<file path="config.mk">
export PLATFORM = sky130hd
export DESIGN_NAME = risc5_intc_timer_flat
export DESIGN_NICKNAME = d
export VERILOG_FILES = /design/src/rtl/risc5_intc_timer_if.sv /design/src/rtl/risc5_intc_timer.sv /design/src/flat_wrapper.sv
export SDC_FILE = /design/constraint.sdc
export NUM_CORES = 1
export LEC_CHECK = 0
export BUFFER_PORTS_ARGS = -buffer_cell sky130_fd_sc_hd__buf_2
export CORE_MARGIN = 3
export CORE_UTILIZATION = 62
export DETAILED_ROUTE_END_ITERATION = 10
export GPL_TIMING_DRIVEN = 0
export PLACE_DENSITY = 0.83
export SYNTH_ARGS = -nofsm -noshare
export SYNTH_HDL_FRONTEND = slang
export SYNTH_SLANG_ARGS = --single-unit
</file>
<file path="constraint.sdc">
create_clock -name clk -period 5.8 [get_ports clk]
set_clock_uncertainty 0.1 [all_clocks]
set_input_delay 0.29 -clock clk [delete_from_list [all_inputs] [get_ports clk]]
set_output_delay 0.29 -clock clk [all_outputs]
set_load 0.02 [all_outputs]
</file>
<file path="src/rtl/risc5_intc_timer_if.sv">
// CPU data-bus view of the interrupt controller / timer register window.
// The CPU side drives address and strobes; the peripheral answers with hit and read data.
interface risc5_intc_timer_if;
  logic [23:0] adr;
  logic        rd;
  logic        wr;
  logic        ben;
  logic [31:0] wdata;
  logic        hit;
  logic [31:0] rdata;

  modport master (output adr, rd, wr, ben, wdata, input hit, rdata);
  modport slave  (input adr, rd, wr, ben, wdata, output hit, rdata);
endinterface

</file>
<file path="src/rtl/risc5_intc_timer.sv">
// Memory-mapped interrupt controller with millisecond timer for the RISC5 I/O window.
// Produces a fresh irq rising edge after each acknowledge while requests remain.
module risc5_intc_timer #(
  parameter logic [23:0] BASE       = 24'hFFFFC0,
  parameter int          CLK_PER_MS = 25000
) (
  input  logic                  clk,
  input  logic                  rst,
  risc5_intc_timer_if.slave     bus,
  input  logic [6:0]            src,
  output logic                  irq
);

  localparam logic [19:0] PRESC_RLD = 20'(CLK_PER_MS - 1);
  localparam logic [2:0]  OFF_PEND  = 3'd0;
  localparam logic [2:0]  OFF_ENB   = 3'd1;
  localparam logic [2:0]  OFF_MSCNT = 3'd2;
  localparam logic [2:0]  OFF_CMP   = 3'd3;
  localparam logic [2:0]  OFF_VEC   = 3'd4;

  typedef enum logic [1:0] {
    IDLE   = 2'b00,
    ASSERT = 2'b01,
    GAP    = 2'b10
  } state_t;

  logic [7:0]  pend_q, pend_d, enb_q, enb_d;
  logic [31:0] mscnt_q, mscnt_d, cmp_q, cmp_d;
  logic [19:0] presc_q, presc_d;
  logic [6:0]  sync1_q, sync2_q, prev_q;
  logic [1:0]  arm_q, arm_d;
  state_t      state_q, state_d;

  logic [2:0]  off;
  logic        we, tick, cmp_evt, act, ackw;
  logic [31:0] mscnt_inc;
  logic [6:0]  rise;
  logic [7:0]  req, clr;
  logic [2:0]  vec_idx;
  logic        unused_ok;

  assign unused_ok = ^{bus.adr[1:0], bus.rd};

  assign bus.hit = (bus.adr[23:5] == BASE[23:5]);
  assign off     = bus.adr[4:2];
  assign we      = bus.wr & bus.hit & ~bus.ben;
  assign ackw    = we & ((off == OFF_PEND) | (off == OFF_ENB));

  // Edge detection stays blind until the synchronizer has refilled after reset,
  // so a source already high at reset release is not mistaken for an event.
  assign rise = (arm_q == 2'd3) ? (sync2_q & ~prev_q) : 7'd0;

  assign tick      = (presc_q == 20'd0);
  assign mscnt_inc = mscnt_q + 32'd1;
  assign req       = pend_q & enb_q;
  assign act       = |req;
  assign irq       = state_q[0];

  always_comb begin
    vec_idx = 3'd0;
    for (int i = 7; i >= 0; i--) begin
      if (req[i]) vec_idx = 3'(i);
    end
  end

  always_comb begin
    bus.rdata = 32'd0;
    if (bus.hit) begin
      case (off)
        OFF_PEND:  bus.rdata = {24'd0, pend_q};
        OFF_ENB:   bus.rdata = {24'd0, enb_q};
        OFF_MSCNT: bus.rdata = mscnt_q;
        OFF_CMP:   bus.rdata = cmp_q;
        OFF_VEC:   bus.rdata = {act, 28'd0, vec_idx};
        default:   bus.rdata = 32'd0;
      endcase
    end
  end

  always_comb begin
    enb_d   = enb_q;
    cmp_d   = cmp_q;
    mscnt_d = mscnt_q;
    presc_d = tick ? PRESC_RLD : presc_q - 20'd1;
    cmp_evt = 1'b0;
    clr     = 8'd0;
    arm_d   = (arm_q == 2'd3) ? arm_q : arm_q + 2'd1;

    if (we && off == OFF_ENB) enb_d = bus.wdata[7:0];
    if (we && off == OFF_CMP) cmp_d = bus.wdata;
    if (we && off == OFF_PEND) clr = bus.wdata[7:0];

    // A software load beats a same-cycle tick: no increment, no compare event.
    if (we && off == OFF_MSCNT) begin
      mscnt_d = bus.wdata;
      presc_d = PRESC_RLD;
    end else if (tick) begin
      mscnt_d = mscnt_inc;
      cmp_evt = (mscnt_inc == cmp_q);
    end

    pend_d = (pend_q & ~clr) | {rise, cmp_evt};
  end

  always_comb begin
    state_d = state_q;
    case (state_q)
      IDLE:    if (act) state_d = ASSERT;
      ASSERT:  if (ackw) state_d = GAP;
               else if (!act) state_d = IDLE;
      GAP:     state_d = act ? ASSERT : IDLE;
      default: state_d = IDLE;
    endcase
  end

  always_ff @(posedge clk or negedge rst) begin
    if (!rst) begin
      pend_q  <= 8'd0;
      enb_q   <= 8'd0;
      mscnt_q <= 32'd0;
      cmp_q   <= 32'd0;
      presc_q <= PRESC_RLD;
      sync1_q <= 7'd0;
      sync2_q <= 7'd0;
      prev_q  <= 7'd0;
      arm_q   <= 2'd0;
      state_q <= IDLE;
    end else begin
      pend_q  <= pend_d;
      enb_q   <= enb_d;
      mscnt_q <= mscnt_d;
      cmp_q   <= cmp_d;
      presc_q <= presc_d;
      sync1_q <= src;
      sync2_q <= sync1_q;
      prev_q  <= sync2_q;
      arm_q   <= arm_d;
      state_q <= state_d;
    end
  end

endmodule

</file>
<file path="src/flat_wrapper.sv">
// flat-port wrapper written by rule: the top's interface ports become plain ports
module risc5_intc_timer_flat 
#(
  parameter logic [23:0] BASE       = 24'hFFFFC0,
  parameter int          CLK_PER_MS = 25000
)
  (clk, rst, src, irq, bus_adr, bus_rd, bus_wr, bus_ben, bus_wdata, bus_hit, bus_rdata);
  risc5_intc_timer_if bus_i ();
  input  logic clk;
  input  logic rst;
  input  logic [6:0] src;
  output logic irq;
  input wire logic [$bits(bus_i.adr)-1:0] bus_adr;
  input wire logic [$bits(bus_i.rd)-1:0] bus_rd;
  input wire logic [$bits(bus_i.wr)-1:0] bus_wr;
  input wire logic [$bits(bus_i.ben)-1:0] bus_ben;
  input wire logic [$bits(bus_i.wdata)-1:0] bus_wdata;
  output wire logic [$bits(bus_i.hit)-1:0] bus_hit;
  output wire logic [$bits(bus_i.rdata)-1:0] bus_rdata;
  assign bus_i.adr = bus_adr;
  assign bus_i.rd = bus_rd;
  assign bus_i.wr = bus_wr;
  assign bus_i.ben = bus_ben;
  assign bus_i.wdata = bus_wdata;
  assign bus_hit = bus_i.hit;
  assign bus_rdata = bus_i.rdata;
  risc5_intc_timer #(.BASE(BASE), .CLK_PER_MS(CLK_PER_MS)) u_core (.clk(clk), .rst(rst), .bus(bus_i), .src(src), .irq(irq));
endmodule
</file>
# ---- After elaboration in Yosys (flattened, before gate mapping)
# Cells that the tools add are included.
# W data, S select, Z words.
dict set report word_totals {
  reg_bits 125
  input_bits 68
  output_inout_bits 34
  word_cells 68
}
dict set report op_classes {
  add_sub_neg 3
  eq_ne 11
  n_mux 23
  bitwise 11
  reduce_logical 10
}
# cell count
set ops {}
lappend ops {{$pmux W32 S5} 1}
lappend ops {{$mux W32} 3}
lappend ops {{$mux W20} 2}
lappend ops {{$add A32 B1 Y32 const B} 1}
lappend ops {{$eq A32 B32 Y1} 1}
lappend ops {{$mux W3} 8}
lappend ops {{$logic_not A20 Y1} 1}
lappend ops {{$sub A20 B1 Y20 const B} 1}
lappend ops {{$eq A19 B19 Y1 const B} 1}
lappend ops {{$and A8 B8 Y8} 2}
lappend ops {{$mux W8} 1}
lappend ops {{$not A8 Y8} 1}
lappend ops {{$or A8 B8 Y8} 1}
lappend ops {{$reduce_or A8 Y1} 1}
lappend ops {{$and A7 B7 Y7} 1}
lappend ops {{$mux W7} 1}
lappend ops {{$not A7 Y7} 1}
lappend ops {{$eq A3 B2 Y1 const B} 2}
lappend ops {{$mux W2} 3}
lappend ops {{$pmux W2 S3} 1}
lappend ops {{$eq A2 B2 Y1 const B} 2}
lappend ops {{$logic_and A1 B1 Y1} 4}
lappend ops {{$and A1 B1 Y1} 3}
lappend ops {{$eq A3 B1 Y1 const B} 1}
lappend ops {{12 further kinds} 14}

# ---- Logic depth before layout (Yosys ltp)
dict set report depth {
  depth_word 11
  ltp_mapped 10
  ltp_nobuf 9
}

# ---- Worst setup path before layout
# OpenSTA, ideal clock, no wires.
dict set report synth_path {
  path_type {register to register}
  from {reg u_core.presc_q[11]}
  to {reg u_core.pend_q[0]}
  setup_time_ps 74
  arrival_time_ps 2739
  required_time_ps 5626
  slack_ps 2887
  path_stages_with_launch 9
  n_path_buf 1
  period_less_slack_ps 2913
  path_cell_list {dfrtp_1 or4_4 or4_4 and4b_1 buf_6 o31ai_2 or3_1 or4b_4 o21ai_2}
}
dict set report synth_between {
  elab_chain_cells 4
}
# item line
set synth_lines {}
lappend synth_lines {{from (decl)} risc5_intc_timer.sv:29} ;# logic [19:0] presc_q, presc_d;
lappend synth_lines {{from (signal assigned)} risc5_intc_timer.sv:133} ;# presc_q <= presc_d;
lappend synth_lines {{$logic_not A20 Y1} risc5_intc_timer.sv:53} ;# assign tick = (presc_q == 20'd0);
lappend synth_lines {{$mux W1} risc5_intc_timer.sv:97} ;# end else if (tick) begin
lappend synth_lines {{$mux W1} risc5_intc_timer.sv:94} ;# if (we && off == OFF_MSCNT) begin
lappend synth_lines {{$or A8 B8 Y8} risc5_intc_timer.sv:102} ;# pend_d = (pend_q & ~clr) | {rise, cmp_evt};
lappend synth_lines {{net u_core.pend_d[0]} risc5_intc_timer.sv:27} ;# logic [7:0] pend_q, pend_d, enb_q, enb_d;
lappend synth_lines {{to (signal assigned)} risc5_intc_timer.sv:129} ;# pend_q <= pend_d;
lappend synth_lines {{to (decl)} risc5_intc_timer.sv:27}
# The timed path passes the listed nets, and every way through them passes these cells.
# A chain may end at the register's enable or synchronous reset.

# ---- Final worst setup path
dict set report layout_path {
  from {reg u_core.mscnt_q[0]}
  to {reg u_core.pend_q[0]}
}
dict set report layout_between {
  elab_chain_cells 5
}
# item line
set layout_lines {}
lappend layout_lines {{from (decl)} risc5_intc_timer.sv:28} ;# logic [31:0] mscnt_q, mscnt_d, cmp_q, cmp_d;
lappend layout_lines {{from (signal assigned)} risc5_intc_timer.sv:131} ;# mscnt_q <= mscnt_d;
lappend layout_lines {{$add A32 B1 Y32} risc5_intc_timer.sv:54} ;# assign mscnt_inc = mscnt_q + 32'd1;
lappend layout_lines {{$eq A32 B32 Y1} risc5_intc_timer.sv:99} ;# cmp_evt = (mscnt_inc == cmp_q);
lappend layout_lines {{$mux W1} risc5_intc_timer.sv:97}
lappend layout_lines {{$mux W1} risc5_intc_timer.sv:94}
lappend layout_lines {{$or A8 B8 Y8} risc5_intc_timer.sv:102}
lappend layout_lines {{net u_core.pend_d[0]} risc5_intc_timer.sv:27}
# The timed path passes the listed nets, and every way through them passes these cells.

==> results.md <==
- Outcome: completed
- Post-Syn Instances: just over 700
- Levels on crit path: 7
- Xor/xnor cell area share of the yosys netlist: approximately an eighth
- CTS tree: done
- Register area share after synthesis: between 40% and 50%
- Period utilization: around three fifths
- WL/cell: 19.05 um
- Top-area cell type share of the netlist area: roughly two fifths
- Pre-CTS setup slack: about 2.5 ns
- Leak: 3.779 nW
- Final-stage net count: about 900
- Critical Path Slowest Stage Cell: nor4_1
- Setup TNS: 0 ns
- Cell Area, Synth: about 7000 um^2
- Post-synth ARST share: 100.0%
- CTS Hold Bufs: 8
- FF-to-FF path depth: 7
- Final worst slack: roughly 2.3 ns
- Crit path capture: u_core.pend_q[0]
- Diodes inserted: 0
- Pin count of the biggest net entering global routing: 95
- Flop2flop setup slack: around 2.3 ns
- Min-delay worst type: in -> reg
- Final-report hold violation count: 0
- Starting Density: 64.10%
- CTS Root Cell: clkbuf_16
- First-pass GRT wire length: 31780 um
- Post-synthesis mux area share: under 10%
- Total gr overflow: 0
- Minimum clock period: between 3 and 4 ns
- Layout cell share with drive strength beyond 1: between 20% and 30%
- Die Ht: 112.3 um
- Worst setup path start: u_core.mscnt_q[0]
- Main combinational cell family by area after synthesis: simple AND/OR/NAND/NOR gates
- Layout Cells excl Fill: 1000
- PwrDens: ~250 nW/um^2
- CP top delay family: simple AND/OR/NAND/NOR gates
- Synth Area in Adders: 0.7140%
- Sink Count: 125
- Max Cap Viol: 0
- Initial antenna violation count: 0
- Hold Slack: between 0.01 and 0.015 ns
- Fin area: between 8000 and 9000 um^2
- Top fanout value on the critical path: 9
- Worst path arrival time: ~3.8 ns
- Normalized max-slew margin: about a third
- Initial DRC count: around 710
- Number of vias per cell: about 6
- Slowest stage delay, CP: about 0.85 ns
- Die Span X: between 100 and 150 um
- Yosys reg bits: 125
- Worst Path Buf+Inv: 0
- Cell taking the most area after synthesis: dfrtp_1
- Required time of the critical path: between 6 and 7 ns
- Average cell area after synthesis: roughly 9.7 um^2
- # rows: 38
- Clock transition at the registers of the reported paths: 0.06 ns
- Worst-Margin Slew: 0.9958 ns
- Top FF cell, synth: dfrtp_1
- Vias in the first global route: approximately 6400
- Latest clock arrival within the worst-skew pair: approximately 0.43 ns
- Netlist cell types: 55
- RSZ-0062 raised after global routing: no
- Post-DP HPWL: between 10000 and 15000 um
- Critical path capture point type: register
- Post-cts gate resize count: 0
- Compound-cell area share of the yosys netlist: around 8.8%
- Crit-path cells: ha_1 -> nand3_1 -> nor4_1 -> nor4bb_1 -> a31oi_1 -> or3b_2 -> o21ai_2
- Drt first pass iters: 6
- DRC: 0
- Synth area leaders: dfrtp_1 42%, xnor2_1 7.4%, mux2_2 6.7%
- Number of routed nets with antenna violations: 0
- FF-to-FF End: u_core.pend_q[0]
- Max Clk Rate: 284.5 MHz
- # IOs: between 100 and 150
- Placed Instances: 960
- GRT Total Usage: about a third
- Util after Layout: about 77%
- CTS Buf Count: 17
- Simple-Gate Fraction of Synth Area: around a fifth
- Routability cong.: ~0.92
- Critical R2R Launch: u_core.mscnt_q[0]
- Routed via count: between 6000 and 7000
- Syn. warnings: 0
- Core Box Area: around 11000 um^2
- Post-CTS setup buffer count: 0
- Most common library cells after synthesis: 117 x dfrtp_1, 98 x nor2_1, 59 x xnor2_1, 58 x nand2_1, 42 x mux2_2
- Slew Limit Fails: 0
- Crit path kind: reg -> reg
- Detailed Route WL: approximately 19000 um
- IO buf count: slightly below 100
- Die area: roughly 13000 um^2
- Final setup viols: 0
- Maximum root-to-sink buffer count: 2
- VDD IR max: 0.2951 mV
- Total Power: ~2.1 mW
- P&R area growth vs syn: 20.47%
- Post-synth EDFFs: 0
- Most frequent cell after synthesis: dfrtp_1
- Setup crit start kind: register
- Synthesized Nets: ~790
- Post-DP Area: around 7700 um^2
- Htree depth: 4
## state kept, by name (all words and copies together) (netlist names)
name and cells:
u_core.cmp_q 32, u_core.mscnt_q 32, u_core.presc_q 20, u_core.enb_q 8
u_core.pend_q 8, u_core.prev_q 7, u_core.sync1_q 7, u_core.sync2_q 7
u_core.arm_q 2, u_core.state_q 2
## report_power, final
part | internal [mW] | switching, mW
clock network | 0.784 | 0.396
registers | 0.881 | 0.00306
logic | 0.0335 | 0.0482
## layout make-up
cell class	instances	area, um^2
inverter	14	52.55
timing repair buffer	107	604.3
buffer	44	182.7
tap	140	175.2
multi-input combinational	538	3642
sequential	125	3138
clock buffer	21	460.4
clock inverter	11	188.9
fill	751	2491
## worst reg2reg max path: stages (launching register included)
cell	delay [ns]
dfrtp_1	0.49
ha_1	0.30
nand3_1	0.32
nor4_1	0.85
nor4bb_1	0.60
a31oi_1	0.15
or3b_2	0.50
o21ai_2	0.14
## worst min path at each step
| stage | startpoint | end | depth (start not counted) | slack (ns) |
|---|---|---|---|---|
| after floorplan | rst | u_core.arm_q[0] | 0 | -0.11 |
| after global routing | bus_wdata[9] | u_core.cmp_q[9] | 2 | 0.01 |
| after global placement | u_core.sync1_q[5] | u_core.sync2_q[5] | 0 | 0.23 |
| after detailed placement | rst | u_core.enb_q[1] | 1 | 0.1 |
| final | bus_wdata[19] | u_core.cmp_q[19] | 2 | 0.01 |
| after CTS | bus_wdata[19] | u_core.cmp_q[19] | 2 | 0.004 |
## cell usage in the layout (no fill, tap or decap), types with 11 or more instances in the layout
cell type	n
nor2_1	98
nor4_1	13
buf_2	105
nand3_1	24
xnor2_1	59
a22oi_1	26
dfrtp_1	117
mux2_2	42
nand4_1	24
xor2_1	38
clkbuf_1	31
clkbuf_16	17
nand2_1	58
and3_1	11
inv_1	14
nor3_1	19
a21oi_1	38
## cell families after synthesis
family / Yosys count
AO/OA/AOI/OAI: 95
buffers and inverters: 58
multiplexers: 52
XOR/XNOR: 97
flip-flops: 125
adder cells (fa/ha/maj): 4
AND/OR/NAND/NOR: 290
## layer usage
metal	global-route usage (%)	vias up	routed length, um
met5	0	-	0
met4	12.02	0	493
met3	7.062	47	1379
met2	50.81	279	9280
met1	42.76	3025	7901
li1	-	2795	-
Power figures use the tool's default switching activity.
